`config.mk`:
```
export PLATFORM = sky130hd
export DESIGN_NAME = seq_pattern_fsm
export DESIGN_NICKNAME = d
export VERILOG_FILES = /design/src/rtl/seq_pkg.sv /design/src/rtl/seq_sat_counter.sv /design/src/rtl/seq_pattern_fsm.sv
export SDC_FILE = /design/constraint.sdc
export NUM_CORES = 1
export LEC_CHECK = 0
export ABC_CLOCK_PERIOD_IN_PS = 7400
export CORE_MARGIN = 2
export CORE_UTILIZATION = 40
export CTS_BUF_LIST = sky130_fd_sc_hd__clkbuf_2 sky130_fd_sc_hd__clkbuf_4 sky130_fd_sc_hd__clkbuf_8
export DETAILED_ROUTE_END_ITERATION = 10
export HOLD_SLACK_MARGIN = 0.03
export PLACE_DENSITY_LB_ADDON = 0.15
export SYNTH_ARGS = -nofsm -noshare
export SYNTH_HDL_FRONTEND = slang
export SYNTH_SLANG_ARGS = --single-unit
```
`constraint.sdc`:
```
create_clock -name clk -period 7.4 [get_ports clk]
set_clock_uncertainty 0.15 [all_clocks]
set_input_delay 1.48 -clock clk [delete_from_list [all_inputs] [get_ports clk]]
set_output_delay 1.48 -clock clk [all_outputs]
set_load 0.01 [all_outputs]
```
`src/rtl/seq_pkg.sv`:
```
// Shared constants and helpers for the serial pattern detector.
package seq_pkg;

  localparam int unsigned LEN_MIN = 2;
  localparam int unsigned LEN_MAX = 32;

  function automatic int unsigned fill_width(input int unsigned len);
    return (len <= 2) ? 1 : $clog2(len);
  endfunction

  typedef logic [$clog2(LEN_MAX)-1:0] fill_max_t;

endpackage

```
`src/rtl/seq_sat_counter.sv`:
```
// Saturating up-counter; sat is registered alongside the count.
module seq_sat_counter #(
  parameter int unsigned CNT_W = 8
) (
  input  logic             clk,
  input  logic             rst,
  input  logic             clr,
  input  logic             inc,
  output logic [CNT_W-1:0] cnt,
  output logic             sat
);

  logic [CNT_W-1:0] cnt_q, cnt_d;
  logic             sat_q, sat_d;

  always_comb begin
    cnt_d = cnt_q;
    if (clr) begin
      cnt_d = '0;
    end else if (inc && (cnt_q != '1)) begin
      cnt_d = cnt_q + {{(CNT_W-1){1'b0}}, 1'b1};
    end
    sat_d = (cnt_d == '1);
  end

  always_ff @(posedge clk) begin
    if (rst) begin
      cnt_q <= '0;
      sat_q <= 1'b0;
    end else begin
      cnt_q <= cnt_d;
      sat_q <= sat_d;
    end
  end

  assign cnt = cnt_q;
  assign sat = sat_q;

endmodule

```
`src/rtl/seq_pattern_fsm.sv`:
```
// Runtime-pattern serial detector; fill (0..LEN-1) is the FSM state.
module seq_pattern_fsm
  import seq_pkg::*;
#(
  parameter int unsigned LEN     = 4,
  parameter int unsigned OVERLAP = 1,
  parameter int unsigned MEALY   = 1,
  parameter int unsigned CNT_W   = 8
) (
  input  logic             clk,
  input  logic             rst,
  input  logic             clr,
  input  logic             din_valid,
  input  logic             din,
  input  logic [LEN-1:0]   pattern,
  output logic             match,
  output logic [CNT_W-1:0] match_cnt,
  output logic             cnt_sat
);

  localparam int unsigned FW = fill_width(LEN);
  typedef logic [FW-1:0] fill_t;
  localparam fill_t FILL_TOP = fill_t'(LEN - 1);

  logic [LEN-2:0] hist_q, hist_d;
  fill_t          fill_q, fill_d;
  logic           match_q;
  logic [LEN-1:0] win;
  logic           hit;

  // win[LEN-2:0] is the shifted history, which also covers LEN=2 without a special case
  always_comb begin
    win    = {hist_q, din};
    hit    = !rst && !clr && din_valid && (fill_q == FILL_TOP) && (win == pattern);
    hist_d = hist_q;
    fill_d = fill_q;
    if (clr) begin
      hist_d = '0;
      fill_d = '0;
    end else if (din_valid) begin
      if (hit && (OVERLAP == 0)) begin
        hist_d = '0;
        fill_d = '0;
      end else begin
        hist_d = win[LEN-2:0];
        fill_d = (fill_q == FILL_TOP) ? fill_q : fill_q + fill_t'(1);
      end
    end
  end

  always_ff @(posedge clk) begin
    if (rst) begin
      hist_q  <= '0;
      fill_q  <= '0;
      match_q <= 1'b0;
    end else begin
      hist_q  <= hist_d;
      fill_q  <= fill_d;
      match_q <= hit;
    end
  end

  assign match = (MEALY != 0) ? hit : match_q;

  seq_sat_counter #(
    .CNT_W (CNT_W)
  ) u_cnt (
    .clk (clk),
    .rst (rst),
    .clr (clr),
    .inc (hit),
    .cnt (match_cnt),
    .sat (cnt_sat)
  );

endmodule

```
==> results.ini <==
[synth]
synth_fp_nets = 103
ys_ff_latch = 14
synth_top_area_share_pct = 35.78
synth.avg_cell_area_um2 = 8.514
synthCells = 92
synth_largest_area_cell = dfxtp_1
yosys-top-cells-area = dfxtp_1 (36%), nor2_1 (8.6%), mux2i_1 (7.7%)
ys_seq_area_share_pct = 35.78
synth_area_um2 = 783.3
synth_cell_types = 31
yosys_warnings = 0

[routing]
drt-vias-per-instance = 5.141
ant_nets = 0
first_pass_iters = 4
drtIter0Drc = 22
vias = 694
wirelength_um = 1515
drc = 0
wire_per_inst_um = 11.22

[timing]
max_slew.worst_pin.slew_ns = 0.4218
slew_headroom_pct = 71.77
timing.fmax_mhz = 191.2
period_share_pct = 70.68
fin_hold_ws_ns = 0.3640
rsz0062_at_grt = false
tns_ns = 0
layout_setup_ws_ns = 2.170
post-route-min-period_ns = 5.230
hold_viol = 0
setup_viol = 0
slew_viol_final = 0

[floorplanning]
pin_count = 19
fp.dieH_um = 48.25
coreArea_um2 = 1902
num_rows = 16
die_x_um = 48.25
dieArea_um2 = 2328
start_util_pct = 41.18

[clock_network]
cts_tree = done
clk_path_buf_depth = 2
root_buffer = clkbuf_4
postCtsSetupBuffers = 0
clock_latency_ns = 0.27
ctsHoldBuffers = 0
cts_buffers = 3
htreeDepth = 1
cts.sinks = 14
cts_resized = 0
path_clk_slew_ns = 0.08

[finish]
synthToLayoutAreaGrowth_pct = 26.84
register_area_um2 = 280.3
num-fill-cells = 174
final_cell_area_um2 = 993.5
drive_gt1_share_pct = 7.407
layout.nets = 121
final_cell_mix = nor2_1 (18), clkdlybuf4s50_1 (18), dfxtp_1 (14)
fin_util_pct = 52.24
multi_input_area_um2 = 473.0
antenna_cells = 0

[flow_run]
max_cap_viol_count = 0

[setup_path]
cp_top_family = simple AND/OR/NAND/NOR gates
slowest_stage = clkdlybuf4s50_1
worstPathCellList = clkdlybuf4s50_1 > or2_4 > or3_1 > nor2_1 > clkdlybuf4s50_1
cp_common_cell = clkdlybuf4s50_1
critPathLaunchType = input port
required_ns = 5.77
slowest_delay_ns = 0.57
cp_data_arrival_time_ns = 3.60
worstSetupPathType = input port to output port
end_kind = output port
crit_fanout = 14
critPathBufInv = 2

[grt]
grt.overflow.total = 0
grt_pass1_vias = 572
antenna_found_initial = 0
grt_max_degree = 15
grt_pass1_wl_um = 2408
grtUsageTotal_pct = 15.00

[placed_design]
hpwlAfterDp_um = 1148
port_buffers = 18
gp_congestion = 0.8062
pre_cts_ws_ns = 2.159
dpl-instance-area_um2 = 970.9

[power_and_ir_drop]
ir_drop_mv = 0.09716
p_leak_nw = 0.3158
powerDensity_nw_per_um2 = 130.5

[worst_hold_path]
hp-class = flop to flop

[run_status]
status = completed

## worst min-delay path, delay by kind of cell (launching register included)
kind | cells | cell delay, ns
DFF | 1 | 0.33
muxes | 1 | 0.07
and+or+nand+nor | 1 | 0.08
## worst paths after layout
path                     start         to  cells after the start  slack, ns
hold / removal       fill_q[1]  fill_q[1]                      2       0.36
setup reg to reg  u_cnt.cnt[0]  u_cnt.sat                      7       4.75
setup / recovery           clr      match                      5       2.17
hold reg to reg      fill_q[1]  fill_q[1]                      2       0.36
## state kept, by name (all words and copies together), names as in the netlist
name       cells
hist_q         3
fill_q         2
u_cnt.sat      1
u_cnt.cnt      8
## Yosys cell counts, drive strengths merged
| cell type | n |
|---|---|
| nor2 | 18 |
| dfxtp | 14 |
| mux2i | 6 |
| nand2 | 6 |
| xnor2 | 6 |
| nor4 | 5 |
| clkbuf | 4 |
| nand3 | 4 |
| o21ai | 4 |
| nor3 | 3 |
| xor2 | 3 |
| ha | 2 |
| a211o | 1 |
| a31o | 1 |
| a31oi | 1 |
| and2 | 1 |
| and3 | 1 |
| and3b | 1 |
| buf | 1 |
| inv | 1 |
| nand3b | 1 |
| nand4 | 1 |
| nor2b | 1 |
| o211ai | 1 |
| o2bb2ai | 1 |
| or2 | 1 |
| or3 | 1 |
| or3b | 1 |
| or4b | 1 |
## metal layers
metal	vias to the layer above	GRT usage, %	routed length, um
met5	-	0	0
met1	314	18.65	707
met4	0	9.730	40
met3	4	2.222	60
li1	358	-	-
met2	18	23.95	706
## layout make-up
type | instances | area share (%)
clock buffers | 3 | 2.267
inverters | 1 | 0.3778
multi-input cells | 72 | 47.61
flip-flops and latches | 14 | 28.21
well taps | 27 | 3.401
repair buffers | 18 | 18.14
## power by group
part	total [mW]	switching [mW]	internal [mW]
Clock	0.0422	0.0233	0.0188
Sequential	0.0763	0.000469	0.0759
Combinational	0.0112	0.00462	0.00655
Total	0.130	0.0284	0.101
## stage by stage
stage	total power, mW	cells
after detailed placement	0.08949	132
after global routing	0.1347	135
after global placement	0.08911	132
after CTS	0.1308	135
after floorplan	0.08384	92
final	0.1297	135
## kinds of logic (layout without fill, tap and decap cells)
logic type      count (synthesis)  in the layout  synth area share, %
flops                          14             14                35.78
xor+xnor                        9              9                10.06
buf+inv                         6             22                3.833
fa+ha+maj                       2              2                3.194
mux                             6              6                7.668
simple gates                   46             46                31.79
compound gates                  9              9                7.669
Power figures use the tool's default switching activity.
==> RTL edit, RTL diff (same flow settings) <==
`CNT_W` is set to 8 in 2 places; all go to 12.
--- a/src/rtl/seq_sat_counter.sv
+++ b/src/rtl/seq_sat_counter.sv
@@ -1,6 +1,6 @@
 // Saturating up-counter; sat is registered alongside the count.
 module seq_sat_counter #(
-  parameter int unsigned CNT_W = 8
+  parameter int unsigned CNT_W = 12
 ) (
   input  logic             clk,
   input  logic             rst,
--- a/src/rtl/seq_pattern_fsm.sv
+++ b/src/rtl/seq_pattern_fsm.sv
@@ -5,7 +5,7 @@
   parameter int unsigned LEN     = 4,
   parameter int unsigned OVERLAP = 1,
   parameter int unsigned MEALY   = 1,
-  parameter int unsigned CNT_W   = 8
+  parameter int unsigned CNT_W   = 12
 ) (
   input  logic             clk,
   input  logic             rst,
Ports: changed (resized match_cnt); port bits go from 19 to 23. The function was not compared with the original's and may differ.
==> RTL edit against the original RTL <==
Global-route usage rose by 2.5 points; worst setup slack improved by 370 ps; sequential cell count rose by 4; core utilization fell by 0.096 points; hold slack improved by 11 ps; sequential power rose by 28%; design area rose by 29%; power rose by 23%; final cell count rose by 24%; area after synthesis rose by 31%; count of clock-buffer cells in the layout did not move; wire length rose by 48%; register-to-register slack improved by 190 ps; critical path type unchanged; largest cell class unchanged.
==> RTL edit: results (changes against the original RTL) <==
Outcome
  • Status: complete, no violations

GRT
  • Met2 usage: 30.2% (+6.2 points)
  • Met1 Use GR: 22.1% (+3.4 points)
  • First-pass GRT wire length: 3770 um (+56%)
  • Vias in the first global route: 866 (+51%)

Drt
  • First-iteration detailed-routing DRC count: 18 (-18%)
  • Met3 WL: 74 um (+23%)
  • Vias: 933 (+34%)
  • WL met2: 1080 um (+54%)

Timing
  • Worst slew pin tran: 629 ps (+207 ps)

Synthesis
  • Area contributors post-synth: dfxtp_1 35%, xor2_1 6.8%, nor2_1 6.6%
  • Multiplexer share of the synthesized area: 4.87% (-2.8 points)
  • XOR/XNOR Fraction of Synth Area: 12.8% (+2.7 points)
  • Compound-Gate Fraction of Synth Area: 10.9% (+3.3 points)
  • Yosys cell types: 39 (+26%)
  • Synth Cell Area: 0.00103 mm^2 (+31%)

Placement
  • Post-DP HPWL: 1710 um (+49%)

Finish
  • Fin cells: 167 (+24%)
  • Nets: 150 (+24%)
  • FILL cells: 243 (+40%)
  • Layout cell share with drive strength beyond 1: 8.03% (+0.62 points)

CTS
  • Worst skew pair latency: 290 ps (+20 ps)
  • Clock transition at path regs: 100 ps (+20 ps)

Critical path
  • Worst Path Arrival: 3230 ps (-370 ps)

Power
  • Leakage power: 0.444 nW (+40%)
## RTL edit: kinds of logic (layout without fill, tap and decap cells)
group,after synthesis,in the layout
buf+inv,9,27
mux,5,5
simple gates,56,56
compound gates,14,14
xor+xnor,15,15
flops,18,18
fa+ha+maj,2,2
## RTL edit: where the power goes
part	leakage, nW	internal, mW	switching (mW)
sequential	0.145	0.0974	0.000465
combinational	0.285	0.00670	0.00528
clock	0.0138	0.0189	0.0304
## RTL edit: final timing paths
check	startpoint	to	slack, ps	cells after the start
worst min register to register	fill_q[1]	fill_q[1]	370	2
worst max-delay path	pattern[1]	match	2540	6
worst min-delay path	fill_q[1]	fill_q[1]	370	2
worst max register to register	u_cnt.cnt[0]	u_cnt.sat	4940	7
## RTL edit: area by class of cell
type | instances | area (um^2) | area share (%)
clock buffer | 3 | 22.5 | 1.76
inverter | 2 | 7.51 | 0.587
multi-input combinational | 92 | 632 | 49.4
sequential | 18 | 360 | 28.2
tap | 30 | 37.5 | 2.93
timing repair buffer | 22 | 220 | 17.2
